==> src/rtl/lap_memory_pkg.sv <==
`default_nettype none
// ============================================================================
//  Module   : lap_memory_pkg
//  Purpose  : Shared widths and types for the lap-time store.
//             LAP_WIDTH : bits per stored time sample (unsigned)
//             LAP_DEPTH : number of lap entries (power of two, >= 2)
//  Revision : 1.0 - initial release
// ============================================================================
package lap_memory_pkg;

    localparam int LAP_WIDTH = 12;
    localparam int LAP_DEPTH = 8;

    typedef logic [LAP_WIDTH-1:0]         lap_time_t;
    typedef logic [$clog2(LAP_DEPTH)-1:0] lap_ptr_t;

endpackage : lap_memory_pkg
`default_nettype wire

==> src/rtl/lap_rise_detect.sv <==
`default_nettype none
// ============================================================================
//  Module   : lap_rise_detect
//  Purpose  : 1-bit rising-edge detector for a button level that is already
//             synchronous to clk. rise is high in the cycle where the input is
//             first seen high, so the consumer acts on that same edge.
//  Ports    : clk  - system clock
//             nrst - synchronous active-low reset
//             in   - input level
//             rise - in & ~(in delayed by one cycle)
//  Revision : 1.0 - initial release
// ============================================================================
module lap_rise_detect (
    input  logic clk,
    input  logic nrst,
    input  logic in,
    output logic rise
);

    logic r_in_q;

    always_ff @(posedge clk) begin
        if (!nrst) begin
            r_in_q <= 1'b0;
        end else begin
            r_in_q <= in;
        end
    end

    assign rise = in & ~r_in_q;

endmodule : lap_rise_detect
`default_nettype wire

==> src/rtl/lap_memory.sv <==
`default_nettype none
// ============================================================================
//  Module   : lap_memory
//  Purpose  : Circular store of the last DEPTH lap times. A lap press captures
//             time_in, a next press scrolls the displayed entry from oldest to
//             newest and wraps. mem_out / rd_idx are registered from the
//             pointer state of the previous edge (one cycle of latency).
//  Ports    : clk, nrst (sync active-low), time_in, lap, next, clear
//             mem_out (displayed value), rd_idx (0 = oldest),
//             count (valid entries), full, empty
//  Config   : LAP_MEMORY_SPLIT_EN - when defined, mem_out shows the split
//             (difference to the previous lap) instead of the absolute time;
//             the oldest entry is shown unchanged.
//  Revision : 1.0 - initial release
// ============================================================================
module lap_memory
    import lap_memory_pkg::*;
#(
    parameter int WIDTH = LAP_WIDTH,
    parameter int DEPTH = LAP_DEPTH
) (
    input  logic                       clk,
    input  logic                       nrst,
    input  logic [WIDTH-1:0]           time_in,
    input  logic                       lap,
    input  logic                       next,
    input  logic                       clear,
    output logic [WIDTH-1:0]           mem_out,
    output logic [$clog2(DEPTH)-1:0]   rd_idx,
    output logic [$clog2(DEPTH):0]     count,
    output logic                       full,
    output logic                       empty
);

    localparam int                 PTR_W   = $clog2(DEPTH);
    localparam logic [PTR_W:0]     C_DEPTH = (PTR_W+1)'(DEPTH);
    localparam logic [PTR_W-1:0]   C_ONE   = PTR_W'(1);

    logic [WIDTH-1:0] r_mem [DEPTH];
    logic [PTR_W-1:0] r_wr_ptr;
    logic [PTR_W-1:0] r_old_ptr;
    logic [PTR_W-1:0] r_rd_ptr;
    logic [PTR_W:0]   r_count;
    logic [WIDTH-1:0] r_mem_out;
    logic [PTR_W-1:0] r_rd_idx;

    logic             w_lap_rise;
    logic             w_next_rise;
    logic [PTR_W-1:0] w_newest;
    logic [WIDTH-1:0] w_view;

    lap_rise_detect u_lap_rise (
        .clk  (clk),
        .nrst (nrst),
        .in   (lap),
        .rise (w_lap_rise)
    );

    lap_rise_detect u_next_rise (
        .clk  (clk),
        .nrst (nrst),
        .in   (next),
        .rise (w_next_rise)
    );

    assign w_newest = r_wr_ptr - C_ONE;

`ifdef LAP_MEMORY_SPLIT_EN
    // Split time relative to the preceding lap; the oldest lap has no
    // predecessor in the window, so it is shown as-is.
    logic [PTR_W-1:0] w_prev_ptr;
    assign w_prev_ptr = r_rd_ptr - C_ONE;
    assign w_view     = (r_rd_ptr == r_old_ptr) ? r_mem[r_rd_ptr]
                                                : r_mem[r_rd_ptr] - r_mem[w_prev_ptr];
`else
    assign w_view = r_mem[r_rd_ptr];
`endif

    always_ff @(posedge clk) begin
        if (!nrst) begin
            for (int i = 0; i < DEPTH; i++) begin
                r_mem[i] <= '0;
            end
            r_wr_ptr  <= '0;
            r_old_ptr <= '0;
            r_rd_ptr  <= '0;
            r_count   <= '0;
            r_mem_out <= '0;
            r_rd_idx  <= '0;
        end else if (clear) begin
            // Storage is left intact; count = 0 makes it invisible.
            r_wr_ptr  <= '0;
            r_old_ptr <= '0;
            r_rd_ptr  <= '0;
            r_count   <= '0;
            r_mem_out <= '0;
            r_rd_idx  <= '0;
        end else begin
            // Display is taken from the state settled at the previous edge.
            r_mem_out <= (r_count == '0) ? '0 : w_view;
            r_rd_idx  <= r_rd_ptr - r_old_ptr;

            if (w_lap_rise) begin
                r_mem[r_wr_ptr] <= time_in;
                r_wr_ptr        <= r_wr_ptr + C_ONE;
                r_rd_ptr        <= r_wr_ptr;
                if (r_count != C_DEPTH) begin
                    r_count <= r_count + (PTR_W+1)'(1);
                end else begin
                    r_old_ptr <= r_old_ptr + C_ONE;
                end
            end else if (w_next_rise && (r_count != '0)) begin
                if (r_rd_ptr == w_newest) begin
                    r_rd_ptr <= r_old_ptr;
                end else begin
                    r_rd_ptr <= r_rd_ptr + C_ONE;
                end
            end
        end
    end

    assign mem_out = r_mem_out;
    assign rd_idx  = r_rd_idx;
    assign count   = r_count;
    assign full    = (r_count == C_DEPTH);
    assign empty   = (r_count == '0);

endmodule : lap_memory
`default_nettype wire

==> config.mk <==
export PLATFORM = sky130hd
export DESIGN_NAME = lap_memory
export DESIGN_NICKNAME = d
export VERILOG_FILES = /design/src/rtl/lap_memory_pkg.sv /design/src/rtl/lap_rise_detect.sv /design/src/rtl/lap_memory.sv
export SDC_FILE = /design/constraint.sdc
export NUM_CORES = 1
export LEC_CHECK = 0
export ABC_AREA = 1
export BUFFER_PORTS_ARGS = -buffer_cell sky130_fd_sc_hd__buf_4
export CAP_MARGIN = 15
export CORE_MARGIN = 4
export CORE_UTILIZATION = 49
export DETAILED_ROUTE_END_ITERATION = 16
export PLACE_DENSITY = 0.71
export SYNTH_ARGS = -nofsm -noshare
export SYNTH_HDL_FRONTEND = slang
export SYNTH_SLANG_ARGS = --single-unit
==> constraint.sdc <==
create_clock -name clk -period 1.66 [get_ports clk]
set_input_delay 0.083 -clock clk [delete_from_list [all_inputs] [get_ports clk]]
set_output_delay 0.083 -clock clk [all_outputs]
set_load 0.02 [all_outputs]
# == Word-level counts from Yosys, hierarchy flattened ==
# Memory sizes are Yosys's and may differ from the RTL's. A register that Yosys moved wholly into a read port is not among the register bits.
# Cells that the tools add are included.
# totals
output_inout_bits,21
n_memories,1
regBits,18
mem_bits_rw,96
word_cells,43
# memory_table
memory,depth,width,read_ports,rd_ports_with_merged_regs,write_ports,line,text
r_mem,8,12,1,1,8,lap_memory.sv:39,logic [WIDTH-1:0] r_mem [DEPTH];
# op_classes
n_addsub,6
n_bitwise,6
n_mux,11
eq_ne,3
reduce_logical,9
# ops
cell,count
$mux W12,1
$mux W3,4
$reduce_or A12 Y1,1
$add A3 B1 Y3 const B,3
$mux W1,6
$add A4 B1 Y4 const B,1
$eq A4 B4 Y1 const B,1
$logic_not A4 Y1,1
$ne A4 B4 Y1 const B,1
$not A1 Y1,4
$reduce_and A2 Y1,2
$reduce_bool A4 Y1,1
$eq A3 B3 Y1,1
$reduce_or A3 Y1,1
$sub A3 B1 Y3 const B,1
$sub A3 B3 Y3,1
$and A1 B1 Y1,2
$reduce_bool A2 Y1,1
$reduce_or A2 Y1,1
$logic_and A1 B1 Y1,1

# == Depth between registers and ports, before layout ==
# logic_depth
depth_word,8
depth_mapped,11
mapped_depth_nobuf,11

# == Hierarchy ==
# Synthesis repeated with hierarchy kept, for this count alone.
# unflattened
hier_cells,567
area_unflattened_um2,5581.6
# modules_own_cells
mod,cells_per_inst,area_per_inst_um2,seq_area_each_um2,n_inst
lap_memory,557,5506.5,3443.3,1
lap_rise_detect,5,37.5,20.0,2

# == Least setup slack after synthesis ==
# OpenSTA, ideal clock, no wires.
# synth_timing
path_kind,register -> register
startpoint,register r_rd_ptr[0]
endpoint,"register r_rd_idx[2], in the netlist rd_idx[2]"
t_arrival_ns,1.682
slack_ns,-0.154
path_buffers,3
stages_incl_launch_ff,10
required_ns,1.527
cell_sequence,dfxtp_1 > buf_2 > inv_2 > buf_2 > buf_2 > ha_1 > fa_1 > xnor2_1 > o21ai_0 > a21oi_1
# synth_between
elab_chain_len,1
# synth_lines
element,line,text
start: declaration,lap_memory.sv:42,logic [PTR_W-1:0] r_rd_ptr;
start signal: assignment,lap_memory.sv:106,r_rd_ptr <= r_wr_ptr;
start signal: assignment,lap_memory.sv:114,r_rd_ptr <= r_old_ptr;
start signal: assignment,lap_memory.sv:116,r_rd_ptr <= r_rd_ptr + C_ONE;
$sub A3 B3 Y3,lap_memory.sv:101,r_rd_idx <= r_rd_ptr - r_old_ptr;
end signal: assignment,lap_memory.sv:101,
end: declaration,lap_memory.sv:45,logic [PTR_W-1:0] r_rd_idx;
# Every way passes these cells.
# A chain may end at the register's enable or synchronous reset.

# == Final worst setup path ==
# Ends and elaborated chain as after synthesis.

==> results.txt <==
Walking the worst path, the cells encountered are inv_2 > ha_1 > fa_1 > xnor2_1 > o21ai_1 > a21oi_1. Floorplan die width: 114 um. For the pin with the worst max-slew slack, the measured transition is 0.372 ns.

For the worst setup path, the data arrival time is 2.02 ns. Summing the sequential cell areas from Yosys gives 63.5% of the chip area. The buffer depth of the longest clock path is 2.

In this run, the number of DRC markers left after iteration 0 of detailed routing was 274. For the max-slew violation count, the log shows 0. The run gives 0 as the final-report hold violation count.

For the site row count, the log shows 38. On the worst path, the slowest cell contributes a delay of 0.39 ns. The share of synthesized area in the top cell type comes to 52.6%. The share of the clock period used by the worst path works out to 93.6%. The run gives 0.00349 mm^2 as the flip-flop and latch area. The total of endpoints with negative setup slack in the final report is 0, and the total power divided by cell area is 1190 mW/mm^2.

The min-delay analysis places its worst path in the category primary input to register. The number of maximum-capacitance violations came out at 0. The cell type of the slowest stage on the worst timing path was sky130_fd_sc_hd__dfxtp_1. The number of global-route vias before repair came out at 4362. The category of the most critical setup path is register to register. The run gives 0.643 GHz as the maximum clock rate. The tools report the launching element type of the critical path as a register.

Port buffering added 37 buffers. After routing the design area is 0.00694 mm^2. TritonCTS built the clock tree.

Fill cells in the final layout number 850. The core region is 0.0109 mm^2. The average size of a mapped cell is 9.79 um^2. The headroom to the max-slew limit is 75.2%. The library cell occupying the most area in the post-synthesis netlist was sky130_fd_sc_hd__edfxtp_1.

The sink count of the clock tree was 126; the post-detailed-route wirelength per cell was 17.6 um. Buffers inserted during clock tree synthesis total 17. In this run the clock root is driven by a sky130_fd_sc_hd__clkbuf_8. The run gives 0.0129 mm^2 as the die area.

The critical-path maximum fanout was 10; the worst setup slack after layout was 0.106 ns. The share of post-route cells with drive strength above 1 is 18.8%. In this run the count of I/O pins placed on the die edge is 38. Relative to the synthesized area, the layout overhead comes to 26.5%.

Post-CTS timing repair inserted 0 buffers for setup. When the netlist entered floorplanning its net count stood at 585. 0 antenna diodes ended up in the layout. In the routed design, unresolved DRC markers number 0.

Once the floorplan was initialized, standard cells occupied 50.4% of the core. The maximum resistive drop on vdd was 0.000821 V; the later-pin clock latency in the skew report was 0.53 ns. In this run, placement finished with an instance count of 736. Setup repair after global routing left no endpoint under its margin. The routed layout has 4254 vias. The count of cell types in the netlist is 24, and the clock-pin slew of the registers on the worst-case setup and hold paths is 0.06 ns.

For the number of detailed-routing iterations run before antenna repair, the log shows 5. The logs give 13700 um for the wire length after detailed routing and 2.12 ns for the data required time of the worst path. Prior to clock tree synthesis, the placed netlist has a worst setup slack of 0.0973 ns. The logs give 0.00673 ns for the final clock skew and 0 for the post-route antenna net violation count.

The multi-input combinational cells in the finished layout cover a total of 0.00171 mm^2. The run gives 0 as the initial antenna violation count. In this run the vertical extent of the chip is 114 um. The flow ran to the end, and the final reports show no timing, DRC or antenna violations. Power comes to 0.00826 W. The combined area of all synthesized cells was 0.00548 mm^2; the average vias per placed instance was 5.46.

For the leakage power, the log shows 2.89 nW. The finished layout holds 779 standard cells, fillers aside. The worst setup path is captured at a register. Synthesis produced a netlist whose cell count is 560.

The logs give 651 for the final net count and 53 for the largest net degree at the start of global routing. The HPWL reported at the end of detailed placement was 8900 um; the shortest period the worst path allows was 1.55 ns. After detailed placement, the total cell area comes to 0.00613 mm^2. By area the synthesized netlist is led by sky130_fd_sc_hd__edfxtp_1 53%, sky130_fd_sc_hd__nor2_1 12%, sky130_fd_sc_hd__dfxtp_1 11%. The first global-routing pass estimated 22200 um of wire. The synthesized flop and latch total was 126; the combined global-route utilization of all metal layers was 22.8%. The total overflow left after global routing is 0.

At the end of routability-driven placement, the weighted congestion stood at 0.892. H-tree depth: 4. The number of warnings issued by yosys is 0.
cell usage after synthesis:
library cell               count
sky130_fd_sc_hd__a21oi_1      13
sky130_fd_sc_hd__xnor2_1       2
sky130_fd_sc_hd__nand3_1      17
sky130_fd_sc_hd__nor3_4        1
sky130_fd_sc_hd__inv_1        35
sky130_fd_sc_hd__nor2_8        1
sky130_fd_sc_hd__inv_2         7
sky130_fd_sc_hd__a31oi_1       2
sky130_fd_sc_hd__ha_1          7
sky130_fd_sc_hd__nor2_2        2
sky130_fd_sc_hd__buf_2         5
sky130_fd_sc_hd__nand2_1      40
sky130_fd_sc_hd__buf_6         4
sky130_fd_sc_hd__o22ai_1      20
sky130_fd_sc_hd__nor2_1      182
sky130_fd_sc_hd__dfxtp_1      30
sky130_fd_sc_hd__nor3_1        1
sky130_fd_sc_hd__o21ai_0      51
sky130_fd_sc_hd__edfxtp_1     96
sky130_fd_sc_hd__nand2_4       4
sky130_fd_sc_hd__o21ai_1      17
sky130_fd_sc_hd__fa_1          1
sky130_fd_sc_hd__clkbuf_1     21
sky130_fd_sc_hd__xor2_1        1
layer usage:
layer | share of wire, % | track usage [%]
met1 | 40 | 28.0
met2 | 50 | 38.1
met3 | 7.7 | 6.05
met4 | 2.8 | 9.82
met5 | 0 | 0
power breakdown:
part           switching [W]  internal [W]  leakage (nW)  total, W
logic               0.000275      0.000170          1.32  0.000445
registers          0.0000360       0.00349          1.24   0.00352
clock network        0.00140       0.00289         0.326   0.00429
state kept, by name, indices dropped and copies added, names as in the netlist:
signal	cells
count	4
mem_out	12
u_lap_rise.r_in_q	1
r_mem	96
r_old_ptr	3
r_rd_ptr	3
u_next_rise.r_in_q	1
rd_idx	3
r_wr_ptr	3
placed cells by master, fill, tap and decap left out, types with 7 or more instances in the layout:
cell	synthesis	routed
sky130_fd_sc_hd__a21oi_1	13	13
sky130_fd_sc_hd__buf_12	0	10
sky130_fd_sc_hd__buf_4	0	56
sky130_fd_sc_hd__bufinv_16	0	7
sky130_fd_sc_hd__clkbuf_16	0	16
sky130_fd_sc_hd__dfxtp_1	30	28
sky130_fd_sc_hd__dlygate4sd3_1	0	11
sky130_fd_sc_hd__edfxtp_1	96	96
sky130_fd_sc_hd__inv_1	35	33
sky130_fd_sc_hd__inv_2	7	9
sky130_fd_sc_hd__nand2_1	40	39
sky130_fd_sc_hd__nand3_1	17	16
sky130_fd_sc_hd__nor2_1	182	181
sky130_fd_sc_hd__o21ai_0	51	50
sky130_fd_sc_hd__o21ai_1	17	18
sky130_fd_sc_hd__o22ai_1	20	20
final timing paths:
path          startpoint      endpoint  slack [ns]  cells after the start
max          r_rd_ptr[0]     rd_idx[2]        0.11                      6
min          time_in[10]  r_mem[3][10]        0.02                      3
min reg2reg     count[1]      count[1]        0.50                      2
max reg2reg  r_rd_ptr[0]     rd_idx[2]        0.11                      6
repair_timing:
item | 4_1_cts | 5_1_grt
endpoints found under the hold margin | 39 | 0
hold buffers | 11 | 0
resized for setup | 1 | 7
endpoints found under the setup margin | 1 | 17
per-stage QoR:
| step | setup TNS [ns] | utilization, % | hold WS [ns] |
|---|---|---|---|
| finish | 0 | 63.7 | 0.0169 |
| global route | 0 | 63.7 | 0.0244 |
| CTS | 0 | 63.6 | 0.00662 |
| detailed placement | 0 | 56.3 | 0.280 |
| global placement | 0 | 56.3 | 0.277 |
| floorplan | -6.13 | - | 0.176 |
worst max-delay path, delay by kind of cell (launching register included):
family / cells / cell delay [ns]
buffers and inverters: 1 / 0.12
flip-flops: 1 / 0.39
adder cells (fa/ha/maj): 2 / 0.59
XOR/XNOR: 1 / 0.19
AO/OA/AOI/OAI: 2 / 0.20
kinds of logic (layout without fill, tap and decap cells):
family	count (synthesis)	after routing	share of synthesized area (%)
AO/OA/AOI/OAI	103	103	9.90
adder cells (fa/ha/maj)	8	8	1.96
buffers and inverters	72	151	5.59
flip-flops	126	126	63.5
XOR/XNOR	3	3	0.479
AND/OR/NAND/NOR	248	248	18.5
layout make-up:
class / instances / area share, %
clock buffers: 17 / 5.97
well taps: 140 / 2.53
flip-flops and latches: 126 / 50.3
clock inverters: 15 / 3.82
multi-input cells: 362 / 24.6
inverters: 42 / 2.27
repair buffers: 77 / 10.5
No activity file was read; power rests on OpenSTA's default activity.
